--- src/rtl/ram_port_arbiter.sv ---
`default_nettype none
// ============================================================================
// Module   : ram_port_arbiter
// Purpose  : Four requesters share a dual-port RAM through a round-robin
//            arbiter; the RAM is zero-filled after every reset.
// Revision : 1.0
// ============================================================================
module ram_port_arbiter #(
  parameter int DATA_WIDTH = 8,
  parameter int ADDR_WIDTH = 6
) (
  input  logic                      clk,
  input  logic                      rst,
  input  logic [3:0]                req,
  input  logic [3:0]                we,
  input  logic [4*ADDR_WIDTH-1:0]   addr,
  input  logic [4*DATA_WIDTH-1:0]   wdata,
  output logic [3:0]                gnt,
  output logic [3:0]                rvalid,
  output logic [4*DATA_WIDTH-1:0]   rdata,
  output logic                      busy,
  output logic                      ram_en_a,
  output logic                      ram_en_b,
  output logic                      ram_we_a,
  output logic                      ram_we_b,
  output logic [ADDR_WIDTH-1:0]     ram_addr_a,
  output logic [ADDR_WIDTH-1:0]     ram_addr_b,
  output logic [DATA_WIDTH-1:0]     ram_wdata_a,
  output logic [DATA_WIDTH-1:0]     ram_wdata_b,
  input  logic [DATA_WIDTH-1:0]     ram_rdata_a,
  input  logic [DATA_WIDTH-1:0]     ram_rdata_b
);

  localparam int NREQ  = 4;
  localparam int DEPTH = 2**ADDR_WIDTH;

  localparam logic [0:0] ST_INIT = 1'b0;
  localparam logic [0:0] ST_RUN  = 1'b1;

  // Each init cycle clears one even/odd address pair, so the counter covers DEPTH/2 steps.
  localparam logic [ADDR_WIDTH-2:0] INIT_LAST = (ADDR_WIDTH-1)'(DEPTH/2 - 1);

  logic [0:0]            state_q,    state_d;
  logic [ADDR_WIDTH-2:0] init_cnt_q, init_cnt_d;
  logic [1:0]            ptr_q,      ptr_d;
  logic [3:0]            rvalid_q,   rvalid_d;
  logic [3:0]            tag_q,      tag_d;

  logic [ADDR_WIDTH-1:0] addr_s  [NREQ];
  logic [DATA_WIDTH-1:0] wdata_s [NREQ];

  logic       first_found, second_found;
  logic [1:0] first_idx, second_idx, cand;
  logic       run, conflict, win_a, win_b;

  generate
    for (genvar k = 0; k < NREQ; k++) begin : g_slot
      assign addr_s[k]  = addr[k*ADDR_WIDTH +: ADDR_WIDTH];
      assign wdata_s[k] = wdata[k*DATA_WIDTH +: DATA_WIDTH];
      assign rdata[k*DATA_WIDTH +: DATA_WIDTH] =
        rvalid_q[k] ? (tag_q[k] ? ram_rdata_b : ram_rdata_a) : '0;
    end
  endgenerate

  assign busy   = (state_q == ST_INIT);
  assign rvalid = rvalid_q;
  assign run    = (state_q == ST_RUN) && !rst;

  // Round-robin scan starting at the pointer; first hit takes port A, second port B.
  always_comb begin
    first_found  = 1'b0;
    second_found = 1'b0;
    first_idx    = 2'd0;
    second_idx   = 2'd0;
    cand         = 2'd0;
    for (int j = 0; j < NREQ; j++) begin
      cand = ptr_q + 2'(j);
      if (req[cand]) begin
        if (!first_found) begin
          first_found = 1'b1;
          first_idx   = cand;
        end else if (!second_found) begin
          second_found = 1'b1;
          second_idx   = cand;
        end
      end
    end
  end

  // Two accesses to one address are only safe when both are reads.
  assign conflict = first_found && second_found &&
                    (addr_s[first_idx] == addr_s[second_idx]) &&
                    (we[first_idx] || we[second_idx]);
  assign win_a    = run && first_found;
  assign win_b    = run && second_found && !conflict;

  always_comb begin
    gnt = 4'b0000;
    if (win_a) gnt[first_idx]  = 1'b1;
    if (win_b) gnt[second_idx] = 1'b1;
  end

  always_comb begin
    ram_en_a    = 1'b0;
    ram_we_a    = 1'b0;
    ram_addr_a  = '0;
    ram_wdata_a = '0;
    ram_en_b    = 1'b0;
    ram_we_b    = 1'b0;
    ram_addr_b  = '0;
    ram_wdata_b = '0;
    if (state_q == ST_INIT && !rst) begin
      ram_en_a   = 1'b1;
      ram_we_a   = 1'b1;
      ram_addr_a = {init_cnt_q, 1'b0};
      ram_en_b   = 1'b1;
      ram_we_b   = 1'b1;
      ram_addr_b = {init_cnt_q, 1'b1};
    end else begin
      if (win_a) begin
        ram_en_a    = 1'b1;
        ram_we_a    = we[first_idx];
        ram_addr_a  = addr_s[first_idx];
        ram_wdata_a = wdata_s[first_idx];
      end
      if (win_b) begin
        ram_en_b    = 1'b1;
        ram_we_b    = we[second_idx];
        ram_addr_b  = addr_s[second_idx];
        ram_wdata_b = wdata_s[second_idx];
      end
    end
  end

  always_comb begin
    state_d    = state_q;
    init_cnt_d = init_cnt_q;
    ptr_d      = ptr_q;
    rvalid_d   = 4'b0000;
    tag_d      = 4'b0000;
    if (state_q == ST_INIT) begin
      if (init_cnt_q == INIT_LAST) begin
        state_d    = ST_RUN;
        init_cnt_d = '0;
      end else begin
        init_cnt_d = init_cnt_q + 1'b1;
      end
    end else begin
      if (win_b)      ptr_d = second_idx + 2'd1;
      else if (win_a) ptr_d = first_idx + 2'd1;
      if (win_a && !we[first_idx]) rvalid_d[first_idx] = 1'b1;
      // The tag remembers which RAM port will return this requester's data.
      if (win_b && !we[second_idx]) begin
        rvalid_d[second_idx] = 1'b1;
        tag_d[second_idx]    = 1'b1;
      end
    end
  end

  always_ff @(posedge clk or posedge rst) begin
    if (rst) begin
      state_q    <= ST_INIT;
      init_cnt_q <= '0;
      ptr_q      <= 2'd0;
      rvalid_q   <= 4'b0000;
      tag_q      <= 4'b0000;
    end else begin
      state_q    <= state_d;
      init_cnt_q <= init_cnt_d;
      ptr_q      <= ptr_d;
      rvalid_q   <= rvalid_d;
      tag_q      <= tag_d;
    end
  end

endmodule
`default_nettype wire

--- config.mk ---
export PLATFORM = sky130hd
export DESIGN_NAME = ram_port_arbiter
export DESIGN_NICKNAME = d
export VERILOG_FILES = /design/src/rtl/ram_port_arbiter.sv
export SDC_FILE = /design/constraint.sdc
export NUM_CORES = 1
export LEC_CHECK = 0
export ABC_CLOCK_PERIOD_IN_PS = 8100
export CAP_MARGIN = 20
export CORE_ASPECT_RATIO = 1.25
export CORE_MARGIN = 2
export CORE_UTILIZATION = 38
export CTS_BUF_LIST = sky130_fd_sc_hd__clkbuf_8 sky130_fd_sc_hd__clkbuf_16
export CTS_CLUSTER_SIZE = 20
export DETAILED_ROUTE_END_ITERATION = 6
export GPL_TIMING_DRIVEN = 0
export PLACE_DENSITY = 0.79
export SYNTH_ARGS = -nofsm -noshare
export SYNTH_HDL_FRONTEND = slang
export SYNTH_SLANG_ARGS = --single-unit
--- constraint.sdc ---
create_clock -name clk -period 8.1 [get_ports clk]
set_input_delay 2.43 -clock clk [delete_from_list [all_inputs] [get_ports clk]]
set_output_delay 2.43 -clock clk [all_outputs]
set_load 0.01 [all_outputs]
==> flow_summary.toml <==
[outcome]
status = "finished with violations"
violations = "DRC, setup timing"

[timing]
tightestPinTransition_ns = 0.808
timing.hold.ws_ns = 0.551
max_freq_ghz = 0.118
slew_headroom_pct = 46.1
fin_ws_ns = -0.348
slew_viol_final = 0
rsz0062_at_grt = "yes"
clock_skew_ns = 0.00284
setup-violations-final = 20
fin_crit_ns = 8.45
timing.final.crit_share_pct = 104
hold_violations = 0

[setup_path]
reg2reg_depth = 20
critical_path_peak_fanout = 7
worstReg2RegStart = "ptr_q[0]"
path_cells = "buf_8 > buf_6 > buf_8 > mux4_2 > ha_4 > buf_4 > inv_1 > o22ai_1 > a32o_2 > a211oi_4 > buf_6 > buf_4 > mux2i_4 > xor2_2 > nor3_4 > a21o_4 > buf_8 > a211oi_4 > buf_2"
crit_top_cell = "buf_8"
critPathKind = "input port to output port"
crit_slowest_cell = "mux4_2"
rrSetupSlack_ns = 3.55
worstPathRequired_ns = 5.67
cpPeakStageDelay_ns = 0.50
reg2reg_to = "rvalid[1]"
cp-start-kind = "input port"
crit_path_end_kind = "output port"
cp_data_arrival_time_ns = 6.02

[route]
drtAntennaViolNets = 0
finalWirelength_mm = 11.7
route.detailed.drc = 6
vias = 3734
routedWlPerCell_um = 18.5
via_per_inst = 5.87
drt_iter0_markers = 238
drtPass1Iterations = 7

[final_layout]
nFillCells = 626
diodes = 0
design_area_um2 = 5400
final_util_pct = 65.9
nets = 626
drive_gt1_share_pct = 26.9
area_growth_pct = 69.6

[die]
die_area_um2 = 9130
core_um2 = 8190
fp-row-count = 37
start_util_pct = 38.8
dieWidth_um = 85.9
num_io_pins = 155
die-height_um = 106

[clock_tree]
max-clock-path-buffers = 2
cts.clk_slew.worst_paths_ns = 0.06
cts_root_buffer = "clkbuf_8"
cts_made_buffers = 3
holdBufCountCts = 0
ctsHtreeMaxLevel = 1
cts.sinks = 16
insertion_delay_ns = 0.25
cts_tree = "yes"

[pwr]
power_frac_comb_pct = 88.8
clock_power_share_pct = 4.3
p_int_mw = 0.869
power_frac_seq_pct = 6.9
vdd_drop_max_mv = 0.268
p_sw_mw = 0.740
power-per-cell-area_nw_per_um2 = 298
leakagePower_nw = 2.09
swShare_pct = 46.0

[logic_synthesis]
synth_edf_count = 0
syn-num-nets = 436
ys_ff_latch = 16
yosysMostFrequentCell = "mux2i_1"
yosysSeqAreaShare_pct = 12.6
synthArstFlopShare_pct = 100
yosysUniqueCellTypes = 63
synth_warnings = 0
syn_inst = 350
synth_top_area_cell = "mux2i_1"
synth_area_um2 = 3180
yosysTopAreaCellShare_pct = 19.5
ys_top_cells_by_count = "mux2i_1 (62), nor2b_1 (42), mux4_2 (17), clkbuf_1 (16), dfrtp_1 (16)"
synth.avg_cell_area_um2 = 9.09
synth_ff_type = "dfrtp_1"
yosys-top-cells-area = "mux2i_1 (19%), dfrtp_1 (13%), mux4_2 (12%)"

[worst_hold_path]
min_to = "init_cnt_q[4]"
hold_depth = 1
hold_start = "init_cnt_q[4]"
hp-class = "register to register"

[place]
dp_hpwl_mm = 8.45
placed_cell_area_um2 = 4840
dp_slack_ns = -1.56
place.gp.congestion = 0.841
portBuffers = 153

[global_routing]
grt_overflow = 0
antenna_found_initial = 0
grt_pass1_wl_mm = 18.5
grt_pass1_vias = 3882
grt_start_max_net_pins = 17
grt_use_total_pct = 24.8

[run]
timing.max_cap.violations = 0
## placed cells by master, fill, tap and decap left out, types with 5 or more instances in the layout
cell / count
clkdlybuf4s50_1: 130
mux2i_1: 55
nor2b_1: 42
buf_4: 28
buf_2: 22
mux4_2: 17
dfrtp_1: 16
buf_6: 15
clkbuf_1: 11
a211oi_1: 11
and2_1: 10
nor2_1: 9
nand2_1: 9
a22o_1: 9
inv_1: 8
nand3b_1: 8
a211oi_2: 7
or3_1: 6
nand2b_1: 6
xor2_2: 6
buf_8: 5
clkbuf_8: 5
nor3_1: 5
o21ai_0: 5
mux2i_4: 5
## state kept, by name, summed over array words and instances, names as in the netlist
register / cells
init_cnt_q: 5
rvalid: 4
tag_q: 4
ptr_q: 2
state_q: 1
## cells by family after synthesis
kind of cell / count (synthesis) / share of synthesized area, %
XOR/XNOR: 8 / 2.20
AND/OR/NAND/NOR: 116 / 23.0
buffers and inverters: 43 / 6.80
flip-flops: 16 / 12.6
AO/OA/AOI/OAI: 81 / 21.1
adder cells (fa/ha/maj): 5 / 1.89
multiplexers: 81 / 32.4
## critical path: cells and delay by family
kind | cells | cell delay, ns
muxes | 2 | 0.75
AOI/OAI and AO/OA | 5 | 1.08
buffers and inverters | 9 | 1.20
xor gates and xnor gates | 1 | 0.26
adders and majority gates | 1 | 0.19
and+or+nand+nor | 1 | 0.09
## worst max path at each step
stage                start             end  slack, ns  depth (start not counted)
floorplan           req[2]          gnt[0]       0.04                         13
finish              req[2]  ram_wdata_b[3]      -0.35                         19
detailed placement  req[2]        ram_en_b      -1.56                         17
global placement    req[2]   ram_addr_b[2]      -1.51                         16
CTS                 req[3]  ram_wdata_b[7]      -0.29                         18
global route        req[2]   ram_addr_b[5]      -0.49                         19
## per-stage QoR
stage / std cells / TNS, ns / power, mW
2_1_floorplan: 350 / 0 / 0.865
3_3_place_gp: 600 / -37.03 / 1.23
3_5_place_dp: 600 / -38.90 / 1.25
4_1_cts: 634 / -4.68 / 1.52
5_1_grt: 636 / -9.02 / 1.70
6_report: 636 / -6.19 / 1.61
## layer usage
metal,global-route usage (%),up-vias,part of all wire (%)
met4,9.41,0,3.0
met2,47.0,193,54
li1,-,1705,-
met1,27.5,1803,37
met3,3.03,33,5.9
met5,0,-,0
## repair_timing
item | in CTS | in global routing
endpoints found under the setup margin | 35 | 24
endpoints found under the hold margin | 0 | 0
cloned | 2 | 0
gates resized for setup | 158 | 15
buffers inserted | 30 | 3
pin swaps | 19 | 15
## layout make-up
class / instances / area [um2] / area share, %
timing repair buffer: 185 / 1730 / 32.1
tap: 97 / 121 / 2.25
clock buffer: 4 / 55.1 / 1.02
sequential: 16 / 400 / 7.42
buffer: 34 / 260 / 4.82
inverter: 9 / 33.8 / 0.626
multi-input combinational: 291 / 2800 / 51.8
## power groups by stage
stage | Sequential, mW | Clock (mW) | Combinational, mW
floorplan | 0.107 | 0 | 0.758
global placement | 0.112 | 0 | 1.12
detailed placement | 0.113 | 0 | 1.14
CTS | 0.112 | 0.0704 | 1.33
global route | 0.114 | 0.0741 | 1.51
finish | 0.111 | 0.0698 | 1.43
Power figures use the tool's default switching activity.
